--- src/rtl/cache_axi_ctrl_pkg.sv ---
// rtl/cache_axi_ctrl_pkg.sv - shared constants and state encoding for the cache miss engine
package cache_axi_ctrl_pkg;

   localparam int         WORD_W         = 32;
   localparam logic [1:0] AXI_BURST_INCR = 2'b01;
   localparam logic [2:0] AXI_SIZE_4B    = 3'b010;
   localparam logic [3:0] AXI_WSTRB_ALL  = 4'hF;

   typedef enum logic [2:0] {
      S_IDLE,
      S_AW,
      S_W,
      S_B,
      S_AR,
      S_R,
      S_DONE
   } state_t;

endpackage

--- src/rtl/cache_axi_ctrl.sv ---
// rtl/cache_axi_ctrl.sv - miss engine: dirty-victim AXI write burst, then AXI read-burst refill
module cache_axi_ctrl
   import cache_axi_ctrl_pkg::*;
#(
   parameter int         LINE_WORDS = 8,
   parameter logic [3:0] AXI_ID     = 4'd0
) (
   input  logic                         clk,
   input  logic                         rst,
   input  logic                         miss,
   input  logic                         write_back,
   input  logic [31:0]                  axi_raddr,
   input  logic [31:0]                  axi_waddr,
   input  logic [WORD_W*LINE_WORDS-1:0] wb_line,
   output logic                         refresh,
   output logic [WORD_W*LINE_WORDS-1:0] refill_line,
   output logic                         busy,
   output logic [31:0]                  araddr,
   output logic [3:0]                   arid,
   output logic [7:0]                   arlen,
   output logic [2:0]                   arsize,
   output logic [1:0]                   arburst,
   output logic                         arvalid,
   input  logic                         arready,
   input  logic [31:0]                  rdata,
   input  logic [3:0]                   rid,
   input  logic [1:0]                   rresp,
   input  logic                         rlast,
   input  logic                         rvalid,
   output logic                         rready,
   output logic [31:0]                  awaddr,
   output logic [3:0]                   awid,
   output logic [7:0]                   awlen,
   output logic [2:0]                   awsize,
   output logic [1:0]                   awburst,
   output logic                         awvalid,
   input  logic                         awready,
   output logic [31:0]                  wdata,
   output logic [3:0]                   wstrb,
   output logic                         wlast,
   output logic                         wvalid,
   input  logic                         wready,
   input  logic [1:0]                   bresp,
   input  logic                         bvalid,
   output logic                         bready
);

   localparam int                BEAT_W    = (LINE_WORDS > 1) ? $clog2(LINE_WORDS) : 1;
   localparam logic [BEAT_W-1:0] LAST_BEAT = BEAT_W'(LINE_WORDS - 1);
   localparam logic [7:0]        BURST_LEN = 8'(LINE_WORDS - 1);

   state_t            state;
   logic [BEAT_W-1:0] beat;
   logic [31:0]       wb_buf     [LINE_WORDS];
   logic [31:0]       refill_buf [LINE_WORDS];

   // Responses and IDs are deliberately ignored: a failed beat still completes the burst.
   logic unused_resp;
   assign unused_resp = ^{rid, rresp, bresp};

   assign arid    = AXI_ID;
   assign arlen   = BURST_LEN;
   assign arsize  = AXI_SIZE_4B;
   assign arburst = AXI_BURST_INCR;
   assign awid    = AXI_ID;
   assign awlen   = BURST_LEN;
   assign awsize  = AXI_SIZE_4B;
   assign awburst = AXI_BURST_INCR;
   assign wstrb   = AXI_WSTRB_ALL;
   assign wdata   = wb_buf[beat];

   for (genvar g = 0; g < LINE_WORDS; g++) begin : g_pack
      assign refill_line[g*WORD_W +: WORD_W] = refill_buf[g];
   end

   // Line buffers carry no reset so the last refill line survives a reset.
   always_ff @(posedge clk) begin
      if (!rst && state == S_IDLE && miss) begin
         for (int i = 0; i < LINE_WORDS; i++) begin
            wb_buf[i] <= wb_line[i*WORD_W +: WORD_W];
         end
      end
      if (!rst && state == S_R && rvalid) begin
         refill_buf[beat] <= rdata;
      end
   end

   always_ff @(posedge clk) begin
      if (rst) begin
         state   <= S_IDLE;
         beat    <= '0;
         awaddr  <= '0;
         araddr  <= '0;
         awvalid <= 1'b0;
         wvalid  <= 1'b0;
         wlast   <= 1'b0;
         bready  <= 1'b0;
         arvalid <= 1'b0;
         rready  <= 1'b0;
         refresh <= 1'b0;
         busy    <= 1'b0;
      end else begin
         refresh <= 1'b0;
         case (state)
            S_IDLE: begin
               if (miss) begin
                  awaddr <= axi_waddr;
                  araddr <= axi_raddr;
                  busy   <= 1'b1;
                  beat   <= '0;
                  if (write_back) begin
                     state   <= S_AW;
                     awvalid <= 1'b1;
                  end else begin
                     state   <= S_AR;
                     arvalid <= 1'b1;
                  end
               end
            end
            S_AW: begin
               if (awready) begin
                  state   <= S_W;
                  awvalid <= 1'b0;
                  wvalid  <= 1'b1;
                  wlast   <= (LINE_WORDS == 1);
                  beat    <= '0;
               end
            end
            S_W: begin
               if (wready) begin
                  if (beat == LAST_BEAT) begin
                     state  <= S_B;
                     wvalid <= 1'b0;
                     wlast  <= 1'b0;
                     bready <= 1'b1;
                     beat   <= '0;
                  end else begin
                     beat  <= beat + BEAT_W'(1);
                     wlast <= (beat + BEAT_W'(1) == LAST_BEAT);
                  end
               end
            end
            S_B: begin
               if (bvalid) begin
                  state   <= S_AR;
                  bready  <= 1'b0;
                  arvalid <= 1'b1;
               end
            end
            S_AR: begin
               if (arready) begin
                  state   <= S_R;
                  arvalid <= 1'b0;
                  rready  <= 1'b1;
                  beat    <= '0;
               end
            end
            S_R: begin
               if (rvalid) begin
                  // rlast ends the refill even if the slave sent a short burst.
                  if (rlast) begin
                     state   <= S_DONE;
                     rready  <= 1'b0;
                     refresh <= 1'b1;
                     beat    <= '0;
                  end else begin
                     beat <= beat + BEAT_W'(1);
                  end
               end
            end
            S_DONE: begin
               state <= S_IDLE;
               busy  <= 1'b0;
            end
            default: begin
               state <= S_IDLE;
               busy  <= 1'b0;
            end
         endcase
      end
   end

endmodule

--- config.mk ---
export PLATFORM = sky130hd
export DESIGN_NAME = cache_axi_ctrl
export DESIGN_NICKNAME = d
export VERILOG_FILES = /design/src/rtl/cache_axi_ctrl_pkg.sv /design/src/rtl/cache_axi_ctrl.sv
export SDC_FILE = /design/constraint.sdc
export NUM_CORES = 1
export LEC_CHECK = 0
export CORE_AREA = 4 4 293 295
export CTS_CLUSTER_DIAMETER = 30
export CTS_CLUSTER_SIZE = 12
export DETAILED_ROUTE_END_ITERATION = 16
export DIE_AREA = 0 0 297 299
export MAX_ROUTING_LAYER = met4
export PLACE_DENSITY = 0.5
export SETUP_SLACK_MARGIN = 0.02
export SYNTH_ARGS = -nofsm -noshare
export SYNTH_HDL_FRONTEND = slang
export SYNTH_SLANG_ARGS = --single-unit
--- constraint.sdc ---
create_clock -name clk -period 30.1 [get_ports clk]
set_clock_uncertainty 0.2 [all_clocks]
set_input_delay 4.515 -clock clk [delete_from_list [all_inputs] [get_ports clk]]
set_output_delay 4.515 -clock clk [all_outputs]
set_load 0.02 [all_outputs]
==> out/summary.txt, run 1 <==
Crit end category: output pin
Setup Viol. Count Final: 0
CP max stage cell: buf_4
Worst-path clk slew: 0.04 ns
Post-synth EDFFs: 512
Least-Margin Pin Slew: 1.16 ns
Total number of vias: 12849
Initial DRC count: 763
GR Overflow Total: 0
Yosys warns: 0
Initial Util: 24.9%
CP max stage delay: 0.81 ns
CTS tree: done
RSZ-0062 raised after global routing: false
Max-slew headroom: 22.4%
Router iterations before antenna repair: 5
Core Footprint: 83200 um^2
GP Congestion: 0.801
Die height: 299 um
CP Class: reg2out
Fillcell total: 7496
Max VDD drop: 45.2 uV
Cells after Synth: 1049
CTS sink cnt: 593
Arr. time, crit path: 3.72 ns
Post-synth top flop: edfxtp_1
Max cap viols: 0
Clock root cell: clkbuf_16
Post-Place Worst Slack: 21.88 ns
TritonCTS buffer count: 150
Worst reg-to-reg setup slack: 26.21 ns
Worst skew pair latency: 0.69 ns
PortBufs: 721
Vias in the first global route: 13955
CP cell instances: buf_4 > mux4_2 > mux2_2 > clkdlybuf4s50_1
Buf/Inv on CP: 2
HPWL Detailed: 46.9 mm
Final wirelength: 67.7 mm
Fraction of layout cells with a size suffix above 1: 18.2%
PnR worst setup slack: 21.67 ns
Outcome: finished clean
Setup repair bufs after CTS: 0
Cell Area, Synth: 20700 um^2
Setup TNS Final: 0 ns
Worst Hold Class: reg2reg
Tmin final: 8.43 ns
Final worst path period share: 28.0%
# IOs: 768
Reg2reg end: wb_buf[4][15]
Die footprint: 88800 um^2
Longest Clk Path Bufs: 3
Critical path launch point type: flip-flop
Hold path depth: 2
CTS Hold Bufs: 0
Register area share after synthesis: 82.1%
P&R area growth vs syn: 65.9%
Routed WL per cell: 21.8 um
CP Max Fanout: 43
Max Fclk: 119 MHz
All-Layer GR Usage: 15.3%
Reg2Reg Depth: 5
DRC viols: 0
NumNets Final: 2267
Commonest non-fill, non-tap cells in the layout: 720 x clkdlybuf4s50_1, 512 x edfxtp_1, 152 x clkbuf_16
WHS Endpoint: awaddr[7]
Leak pwr: 0.0117 uW
H-tree Lvls: 4
CP delay by family, top: buffers and inverters
Fin. Hold Viols: 0
# rows: 106
FF+latch count, synth: 593
Pin count of the biggest net entering global routing: 93
First-pass GRT wire length: 95.6 mm
Final core occ: 41.3%
Critical Path RT: 25.39 ns
Reg2reg start: state[2]
Power Density: 86.8 nW/um^2
Fraction of registers with async set/reset: 0%
Leading cell type in the layout, fill and taps excluded: clkdlybuf4s50_1
Min-delay src: awaddr[7]
Post-DRT Antenna Nets: 0
Width of the die: 297 um
Initial antenna violation count: 7
Slew Viols, Final: 0
Vias per cell: 4.14
Yosys cell types: 47
Synth Area per Inst: 19.7 um^2
CTS resizes: 0
how the worst max path moves through the flow:
stage / startpoint / endpoint / slack, ns / cells after the start
finish: flip-flop / wdata[19] / 21.67 / 4
global route: flip-flop / wdata[19] / 21.33 / 4
CTS: flip-flop / wdata[19] / 21.45 / 4
detailed placement: miss / wb_buf[5][11] / 21.88 / 5
global placement: miss / wb_buf[0][13] / 22.02 / 5
floorplan: rst / wb_buf[0][0] / 13.49 / 3
routing by layer:
layer / wire, um / share of wire, % / up-vias / track usage, %
li1: - / - / 5748 / -
met5: 0 / 0 / - / -
met4: 1690 / 2.5 / 0 / 6.15
met3: 4790 / 7.1 / 107 / 5.45
met2: 37100 / 55 / 523 / 27.3
met1: 24100 / 36 / 6471 / 15.2
stage by stage:
step / hold WS [ns] / instance area [um^2] / instances / power (uW)
floorplan: 0.333 / 20800 / 1085 / 1240
global placement: 0.243 / 29100 / 2822 / 1370
detailed placement: 0.248 / 29100 / 2822 / 1370
CTS: 0.252 / 34300 / 3099 / 3020
global route: 0.270 / 34300 / 3106 / 3100
finish: 0.251 / 34300 / 3106 / 2980
synthesized netlist by cell type, drive strengths merged (2+ instances only):
cell | n | share of area (%)
mux4 | 64 | 7.0
a21oi | 70 | 1.7
nand2b | 8 | 0.25
or3 | 3 | 0.091
nand2 | 135 | 2.5
ha | 3 | 0.18
nand3 | 2 | 0.048
o21ai | 3 | 0.073
buf | 64 | 2.2
edfxtp | 512 | 74
clkbuf | 17 | 0.31
nor2 | 15 | 0.28
dfxtp | 81 | 7.8
mux2i | 3 | 0.15
and3 | 2 | 0.060
nor3 | 6 | 0.15
nor2b | 3 | 0.10
nand3b | 2 | 0.073
a211o | 2 | 0.085
o41ai | 2 | 0.085
inv | 3 | 0.054
mux2 | 33 | 1.8
conb | 2 | 0.036
sequential cells by signal, indices dropped and copies added (netlist names), 3 cells and up, named ones only:
signal and count:
beat 3, araddr 32, awaddr 32, state 3, wb_buf 256, refill_buf 256
report_power, final:
part,total [uW],internal [uW],switching [uW]
Combinational,331,155,176
Clock,1620,1120,499
Sequential,1020,991,33.1
Total,2980,2270,708
final cells by class:
class	count	area (um^2)	area share [%]
sequential	593	17000	49.5
clock inverter	94	1290	3.75
inverter	3	11.3	0.0328
multi-input combinational	408	3370	9.82
tap	1080	1350	3.94
clock buffer	183	3950	11.5
timing repair buffer	738	7340	21.4
antenna	7	17.5	0.0510
worst min-delay path, stage by stage (launching register included):
cell and delay (ns):
dfxtp_1 0.30, nand2_1 0.05, a21oi_1 0.05
cell families after synthesis:
kind of cell	Yosys count	synth area share [%]
muxes	100	8.90
other	2	0.0363
DFF	593	82.1
buffers and inverters	84	2.59
AOI/OAI and AO/OA	88	2.47
and+or+nand+nor	179	3.72
adders and majority gates	3	0.181
Power figures use the tool's default switching activity.
==> inputs of run 2 (changes only) <==
- CORE_AREA: 4 4 293 295 -> 4 4 294 296
- DIE_AREA: 0 0 297 299 -> 0 0 298 300
- PLACE_DENSITY: 0.5 -> 0.51
- clock period: 30.1 -> 6.9 ns (I/O delays scaled with it)
==> run 2 against run 1 <==
  * Via count up 0.32%
  * Highest routed layer unchanged
  * Final area down 1.6%
  * Cell count decreased by 0.55%
  * Routed wire length is 1.2% lower
  * Combinational power grew to 4.4 times the previous value
  * Utilization is 0.86 points lower
  * First-iteration DRC count shrank 13%
==> out/summary.txt, run 2 (same netlist as run 1, synthesis figures left out) <==
RSZ-0062 raised after global routing: false
CTS resizes: 0 (unchanged)
CP Class: reg2out
Tmin final: 4.93 ns
Least-Margin Pin Slew: 1.23 ns (+0.0655 ns)
Vias in the first global route: 13918 (-0.27%)
H-tree Lvls: 4 (unchanged)
First-pass GRT wire length: 94.2 mm (-1.5%)
Fraction of layout cells with a size suffix above 1: 17.4% (-0.76 points)
CTS tree: done
Routed WL per cell: 21.7 um (-0.66%)
Cell area after layout: 33800 um^2 (-1.6%)
Max Fclk: 203 MHz
# IOs: 768 (unchanged)
Setup Viol. Count Final: 0 (unchanged)
Crit end category: output pin
Leading cell type in the layout, fill and taps excluded: clkdlybuf4s50_1
CTS sink cnt: 593 (unchanged)
Multi-input gate area: 3370 um^2 (unchanged)
All-Layer GR Usage: 15.0% (-0.32 points)
Final worst path period share: 71.4%
Longest Clk Path Bufs: 3 (unchanged)
Initial Util: 24.8% (-0.12 points)
Die height: 300 um (+0.33%)
Pin count of the biggest net entering global routing: 119 (+28%)
Vias per cell: 4.17 (+0.87%)
Critical Path RT: 5.66 ns (-19.73 ns)
Setup TNS Final: 0 ns (unchanged)
Setup repair bufs after CTS: 0 (unchanged)
Top Registers: refill_buf x256, wb_buf x256
HPWL Detailed: 46.9 mm (about the same)
Fin. Hold Viols: 0 (unchanged)
Initial DRC count: 667 (-13%)
Max VDD drop: 212 uV (+370%)
Post-DRT Antenna Nets: 0 (unchanged)
Outcome: finished clean
# rows: 106 (unchanged)
GP Congestion: 0.800 (-0.16%)
Max cap viols: 0 (unchanged)
Worst Hold Class: reg2reg
CTS Hold Bufs: 0 (unchanged)
Placed cell area: 29100 um^2 (about the same)
Router iterations before antenna repair: 5 (unchanged)
Final wirelength: 66.9 mm (-1.2%)
Fillcell total: 7574 (+1.0%)
Worst skew pair latency: 0.68 ns (about the same)
Worst-path clk slew: 0.04 ns (about the same)
Register area: 17000 um^2 (unchanged)
Initial antenna violation count: 15 (+8)
TritonCTS buffer count: 140 (-6.7%)
Max-slew headroom: 18.0% (-4.4 points)
Slew Viols, Final: 0 (unchanged)
Worst reg-to-reg setup slack: 3.85 ns (-22.36 ns)
DRC viols: 0 (unchanged)
Die footprint: 89400 um^2 (+0.67%)
Commonest non-fill, non-tap cells in the layout: 720 x clkdlybuf4s50_1, 512 x edfxtp_1, 146 x clkbuf_16
GR Overflow Total: 0 (unchanged)
Total number of vias: 12890 (+0.32%)
Core Footprint: 83600 um^2 (+0.48%)
PortBufs: 721 (unchanged)
Critical path launch point type: flip-flop
Arr. time, crit path: 3.69 ns (-0.03 ns)
Clock root cell: clkbuf_16
P&R area growth vs syn: 63.2%
NumNets Final: 2256 (-0.49%)
Power Density: 364 nW/um^2 (+320%)
Leak pwr: 0.0115 uW (-2.1%)
Width of the die: 298 um (+0.34%)
CP Max Fanout: 38 (-12%)
Total design power: 12300 uW (+310%)
==> run 2: area by class of cell <==
| cell class | instances | share of cell area [%] |
|---|---|---|
| inverter | 3 | 0.0333 |
| clock inverter | 81 | 2.52 |
| clock buffer | 170 | 11.2 |
| multi-input combinational | 408 | 9.98 |
| timing repair buffer | 737 | 21.8 |
| sequential | 593 | 50.3 |
| antenna | 17 | 0.126 |
| tap | 1080 | 4.00 |
==> run 2: critical path: stages, from the launching register on <==
cell and delay, ns:
dfxtp_4 0.90, buf_4 0.62, mux4_2 0.59, mux2_2 0.28, clkdlybuf4s50_1 0.58
==> run 2: through the flow <==
stage	util (%)	std cells	setup WS [ns]	hold slack, ns
floorplan	-	1085	1.00	0.333
global placement	34.8	2821	2.53	0.242
detailed placement	34.8	2821	2.53	0.247
CTS	40.4	3072	1.76	0.253
global route	40.4	3088	1.66	0.275
finish	40.4	3089	1.97	0.251
==> run 2: worst paths after layout <==
path              cells past startpoint  startpoint       endpoint
hold reg to reg                       2   araddr[3]      araddr[3]
setup reg to reg                      4    state[2]  wb_buf[4][17]
setup / recovery                      4   flip-flop       wdata[9]
hold / removal                        2   araddr[3]      araddr[3]
==> run 2: metal layers <==
| metal | up-vias | global-route usage, % | part of all wire, % |
|---|---|---|---|
| li1 | 5740 | - | - |
| met1 | 6488 | 14.9 | 35 |
| met2 | 557 | 26.4 | 54 |
| met3 | 105 | 5.41 | 7.7 |
| met4 | 0 | 6.37 | 2.5 |
| met5 | - | - | 0 |
==> run 2: where the power goes <==
group          internal (uW)  switching, uW
sequential              4320            157
clock                   4400           1990
combinational            684            755
